--- src/rtl/alu_serial_sequencer.sv ---
// alu_serial_sequencer: bit-serial controller for one external 1-bit ALU slice.
// Each operation runs the slice LSB first for WIDTH clocks, then spends one FINISH cycle
// forming Result, Zero, CarryOut and Overflow. Done pulses in the IDLE cycle that follows.
//
// Handshake: Start is sampled only in IDLE (Busy low); an accepted Start latches the
// operands and ALUControl. Busy is high in RUN and FINISH. Done is a one-cycle pulse, and
// Result and the flags stay valid from that cycle until the next Done. Start raised in the
// Done cycle is accepted, so operations can run back-to-back. Start while Busy is dropped.
//
// Optional feature: define ALU_SEQ_ABORT_EN to add the Abort input. Abort in RUN or FINISH
// returns to IDLE at the next edge, keeps the old Result and flags, and produces no Done.
module alu_serial_sequencer #(
  parameter int WIDTH = 16
) (
  input  logic             Clock,
  input  logic             Reset,
`ifdef ALU_SEQ_ABORT_EN
  input  logic             Abort,
`endif
  input  logic             Start,
  input  logic [3:0]       ALUControl,
  input  logic [WIDTH-1:0] OperandA,
  input  logic [WIDTH-1:0] OperandB,
  output logic             Busy,
  output logic             Done,
  output logic [WIDTH-1:0] Result,
  output logic             Zero,
  output logic             CarryOut,
  output logic             Overflow,
  output logic             SliceA,
  output logic             SliceB,
  output logic             SliceLess,
  output logic             SliceCin,
  output logic             SliceAInv,
  output logic             SliceBInv,
  output logic [1:0]       SliceOp,
  input  logic             SliceResult,
  input  logic             SliceCout,
  output logic [1:0]       state_dbg
);

  localparam int CW = (WIDTH > 2) ? $clog2(WIDTH) : 1;
  localparam logic [CW-1:0] LAST_BIT = CW'(WIDTH - 1);

  typedef enum logic [1:0] {
    S_IDLE   = 2'd0,
    S_RUN    = 2'd1,
    S_FINISH = 2'd2
  } state_t;

  state_t           state;
  logic [WIDTH-1:0] a_sh;
  logic [WIDTH-1:0] b_sh;
  logic [WIDTH-1:0] res_sh;
  logic [3:0]       ctrl;
  logic             carry;
  logic [CW-1:0]    cnt;
  logic             cin_msb;
  logic             cout_msb;
  logic             sum_msb;

  logic             run;
  logic             abort_req;
  logic             is_arith;
  logic             is_slt;
  logic             ovf;
  logic             slt_set;
  logic [WIDTH-1:0] next_result;

`ifdef ALU_SEQ_ABORT_EN
  assign abort_req = Abort;
`else
  assign abort_req = 1'b0;
`endif

  assign run       = (state == S_RUN);
  assign Busy      = (state != S_IDLE);
  assign state_dbg = state;

  // Slice drive: only meaningful in RUN, held at 0 otherwise.
  assign SliceA    = run & a_sh[0];
  assign SliceB    = run & b_sh[0];
  assign SliceCin  = run & carry;
  assign SliceAInv = run & ctrl[3];
  assign SliceBInv = run & ctrl[2];
  assign SliceOp   = run ? ctrl[1:0] : 2'b00;
  assign SliceLess = 1'b0;

  // Result formation: overflow is the carry mismatch across the MSB step; SLT uses the
  // overflow-corrected sign of the subtraction as its single result bit.
  assign is_slt      = (ctrl == 4'b0111);
  assign is_arith    = (ctrl == 4'b0010) || (ctrl == 4'b0110) || is_slt;
  assign ovf         = cin_msb ^ cout_msb;
  assign slt_set     = sum_msb ^ ovf;
  assign next_result = is_slt ? {{(WIDTH-1){1'b0}}, slt_set} : res_sh;

  // Sequencer FSM with shift, carry and registered result/flag outputs.
  always_ff @(posedge Clock or posedge Reset) begin
    if (Reset) begin
      state    <= S_IDLE;
      a_sh     <= '0;
      b_sh     <= '0;
      res_sh   <= '0;
      ctrl     <= '0;
      carry    <= 1'b0;
      cnt      <= '0;
      cin_msb  <= 1'b0;
      cout_msb <= 1'b0;
      sum_msb  <= 1'b0;
      Result   <= '0;
      Zero     <= 1'b0;
      CarryOut <= 1'b0;
      Overflow <= 1'b0;
      Done     <= 1'b0;
    end else begin
      Done <= 1'b0;
      case (state)
        S_IDLE: begin
          if (Start) begin
            a_sh  <= OperandA;
            b_sh  <= OperandB;
            ctrl  <= ALUControl;
            carry <= ALUControl[2];
            cnt   <= '0;
            state <= S_RUN;
          end
        end
        S_RUN: begin
          if (abort_req) begin
            state <= S_IDLE;
          end else begin
            res_sh <= {SliceResult, res_sh[WIDTH-1:1]};
            carry  <= SliceCout;
            a_sh   <= a_sh >> 1;
            b_sh   <= b_sh >> 1;
            cnt    <= cnt + 1'b1;
            if (cnt == LAST_BIT) begin
              cin_msb  <= carry;
              cout_msb <= SliceCout;
              sum_msb  <= a_sh[0] ^ ctrl[2] ^ b_sh[0] ^ carry;
              state    <= S_FINISH;
            end
          end
        end
        S_FINISH: begin
          if (abort_req) begin
            state <= S_IDLE;
          end else begin
            Result   <= next_result;
            Zero     <= (next_result == '0);
            CarryOut <= cout_msb;
            Overflow <= is_arith & ovf;
            Done     <= 1'b1;
            state    <= S_IDLE;
          end
        end
        default: state <= S_IDLE;
      endcase
    end
  end

endmodule

--- config.mk ---
export PLATFORM = sky130hd
export DESIGN_NAME = alu_serial_sequencer
export DESIGN_NICKNAME = d
export VERILOG_FILES = /design/src/rtl/alu_serial_sequencer.sv
export SDC_FILE = /design/constraint.sdc
export NUM_CORES = 1
export LEC_CHECK = 0
export CORE_ASPECT_RATIO = 0.8
export CORE_MARGIN = 4
export CORE_UTILIZATION = 55
export CTS_CLUSTER_SIZE = 20
export DETAILED_ROUTE_END_ITERATION = 7
export GPL_TIMING_DRIVEN = 0
export PLACE_DENSITY = 0.84
export SYNTH_ARGS = -nofsm -noshare
export SYNTH_HDL_FRONTEND = slang
export SYNTH_SLANG_ARGS = --single-unit
--- constraint.sdc ---
create_clock -name Clock -period 6.1 [get_ports Clock]
set_clock_uncertainty 0.15 [all_clocks]
set_input_delay 1.22 -clock Clock [delete_from_list [all_inputs] [get_ports Clock]]
set_output_delay 1.22 -clock Clock [all_outputs]
set_load 0.05 [all_outputs]
==> impl_metrics.toml <==
[status]
outcome = "finished clean"

[min_path]
worstHoldPathType = "flop to flop"

[detailed_routing]
drt-met1-wl_um = 3594
wl_met3_um = 485
drt-vias-per-instance = 5.165
drtIter0Drc = 162
drt-total-wl_um = 7674
dr_wl_met2_um = 3510
drtPass1Iterations = 4
antenna_left = 0
wl_per_cell_um = 14.37
drc = 0
vias = 2758
top_layer = "met4"

[clocking]
clockRootBuffer = "clkbuf_8"
cts.sinks = 82
ctsHoldBuffers = 0
cts_buffer_depth = 2
cts_tree = "done"
post_cts_resized = 0
cts_made_buffers = 9
htree_levels = 3
clkTransAtPathRegs_ps = 90
clock_latency_ps = 360
post_cts_buffers = 0

[global_route]
grt_pass1_wl_um = 12970
antenna_found_initial = 0
grt-ovfl-total = 0
grt_usage_pct = 20.90
first_global_vias = 2770
grt_start_max_net_pins = 67

[sta]
max_slew_margin_pct = 65.70
tightest_slew_ps = 512.9
setup-tns-final_ps = 0
rsz0062_at_grt = "no"
holdWs_ps = 323.3
period_minus_slack_ps = 3850
hold_violations = 0
final.period_utilization_pct = 63.12
slew_viol_final = 0
clock.fmax_mhz = 259.7
finalSetupViolCount = 0

[synth]
ys_ff_latch = 82
syn_area_per_cell_um2 = 9.903
synth_ff_type = "dfrtp_1"
yosysWarnings = 0
syn_inst = 363
synth.most_common_cell = "nand2_1"
synth_top_area_share_pct = 57.08
yosys.area_share.simple_pct = 20.54
yosys-mux-area-fraction_pct = 10.23
synth.area.top_cells = "dfrtp_1, nand2_1, mux2i_1"
synth-edff-count = 0
synth_compound_gate_area_share_pct = 6.300
syn_area_um2 = 3595
synthXorXnorAreaFrac_pct = 1.845
yosysSeqAreaShare_pct = 57.08
async_flop_share_pct = 100.0
synth_fa_ha_area_share_pct = 0.3481
synth_top_family_by_area = "simple AND/OR/NAND/NOR gates"
synth_commonest_cells = "nand2_1, dfrtp_1, o21ai_1"
synth_fp_nets = 405
synth.distinct_cells = 35
yosysTopAreaCell = "dfrtp_1"

[layout]
final_nets = 487
drive_gt1_share_pct = 7.556
instances_no_fill = 534
post-route-util_pct = 72.25
antenna_cells = 0
area_growth_pct = 28.16
layout.filler_cells = 486

[die]
initial_core_util_pct = 56.38
io_pins = 72
core_um2 = 6376
die_y_um = 80.31
core.rowCount = 26
dieArea_um2 = 7901
die_w_um = 98.39

[critical_path]
cp_max_fo = 10
crit_arrival_ps = 2480
crit_type = "flop to output pin"
cp_slowest_cell = "clkdlybuf4s50_1"
cp-end-kind = "output pin"
slowest_delay_ps = 800
worst_ep_required_time_ps = 4730
path_cells = "nor2b_1 -> buf_2 -> clkbuf_1 -> and2_1 -> clkdlybuf4s50_1"
cp-start-kind = "flop"

[power]
clkPwrFrac_pct = 15.8
switchingPower_uw = 970.6
p_sw_share_pct = 43.32
combPwrFrac_pct = 44.1
p_int_mw = 1.270
p_leak_nw = 2.085
p_per_area_nw_per_um2 = 486.3
peakVddDrop_v = 0.0002244
finalPower_mw = 2.240
p_seq_share_pct = 40.1

[job]
cap_violations = 0

[placement]
portBuffers = 70
gp_congestion = 0.8372
dp_hpwl_um = 5573
place_inst = 518
kinds of logic (layout without fill, tap and decap cells):
group,Yosys count,count (layout)
AO/OA/AOI/OAI,44,44
XOR/XNOR,6,6
adder cells (fa/ha/maj),1,1
buffers and inverters,24,111
flip-flops,82,82
multiplexers,36,36
other,1,1
AND/OR/NAND/NOR,169,169
power groups by stage:
stage | Combinational (mW) | Clock (mW) | Sequential [mW]
floorplan | 0.591 | 0 | 0.993
global placement | 0.957 | 0 | 0.896
detailed placement | 0.989 | 0 | 0.906
CTS | 0.993 | 0.364 | 0.896
global route | 1.08 | 0.386 | 0.925
finish | 0.987 | 0.354 | 0.899
area by class of cell:
type                            instances  area [um^2]  area share (%)
Multi-Input combinational cell        257         1415           30.72
Timing Repair Buffer                   71        728.2           15.81
Clock inverter                          6        48.80           1.059
Buffer                                 22        117.6           2.553
Inverter                                2        12.51          0.2716
Sequential cell                        82         2052           44.54
Clock buffer                           10        127.6           2.770
Tap cell                               84        105.1           2.281
cells in the final DEF (no fill, tap or decap), types with 6 or more instances in the layout:
cell	count
clkbuf_1	10
clkdlybuf4s50_1	70
o21ai_1	39
mux2i_1	30
and2_1	7
buf_2	7
dfrtp_1	82
nor2_1	6
mux2_1	6
nand3_1	17
clkbuf_8	9
nand2_1	124
final timing paths:
path / from / to / depth (start not counted) / slack (ps)
setup / recovery: state_dbg[0]$_DFFE_PP0P_ / SliceA / 5 / 2250
hold / removal: Result[5]$_DFFE_PP0P_ / Result[5]$_DFFE_PP0P_ / 2 / 320
setup reg to reg: state_dbg[0]$_DFFE_PP0P_ / a_sh[12]$_DFFE_PP0P_ / 5 / 4360
hold reg to reg: Result[5]$_DFFE_PP0P_ / Result[5]$_DFFE_PP0P_ / 2 / 320
max in group asynchronous: Reset / a_sh[2]$_DFFE_PP0P_ / 3 / 4250
min in group asynchronous: Reset / cnt[0]$_DFFE_PP0P_ / 2 / 990
worst max-delay path, delay by kind of cell (launching register included):
| kind | cells | cell delay (ps) |
|---|---|---|
| buffers and inverters | 3 | 1330 |
| flip-flops | 1 | 440 |
| AND/OR/NAND/NOR | 2 | 360 |
stage by stage:
step | worst slack (ps) | instance area, um^2
after floorplan | 2622 | 3595
after global placement | 1374 | 4400
after detailed placement | 2634 | 4431
after CTS | 2228 | 4607
after global routing | 2084 | 4607
final | 2250 | 4607
sequential cells by signal, summed over array words and instances, names as in the netlist, 2 cells and up:
name / flops
state_dbg: 2
Result: 16
ctrl: 4
res_sh: 16
a_sh: 16
b_sh: 16
cnt: 4
layer usage:
metal,global-route usage [%],vias to the layer above
met5,0,-
met4,5.593,0
met3,6.684,11
met2,33.20,76
met1,28.00,1304
li1,-,1367
Power figures use the tool's default switching activity.
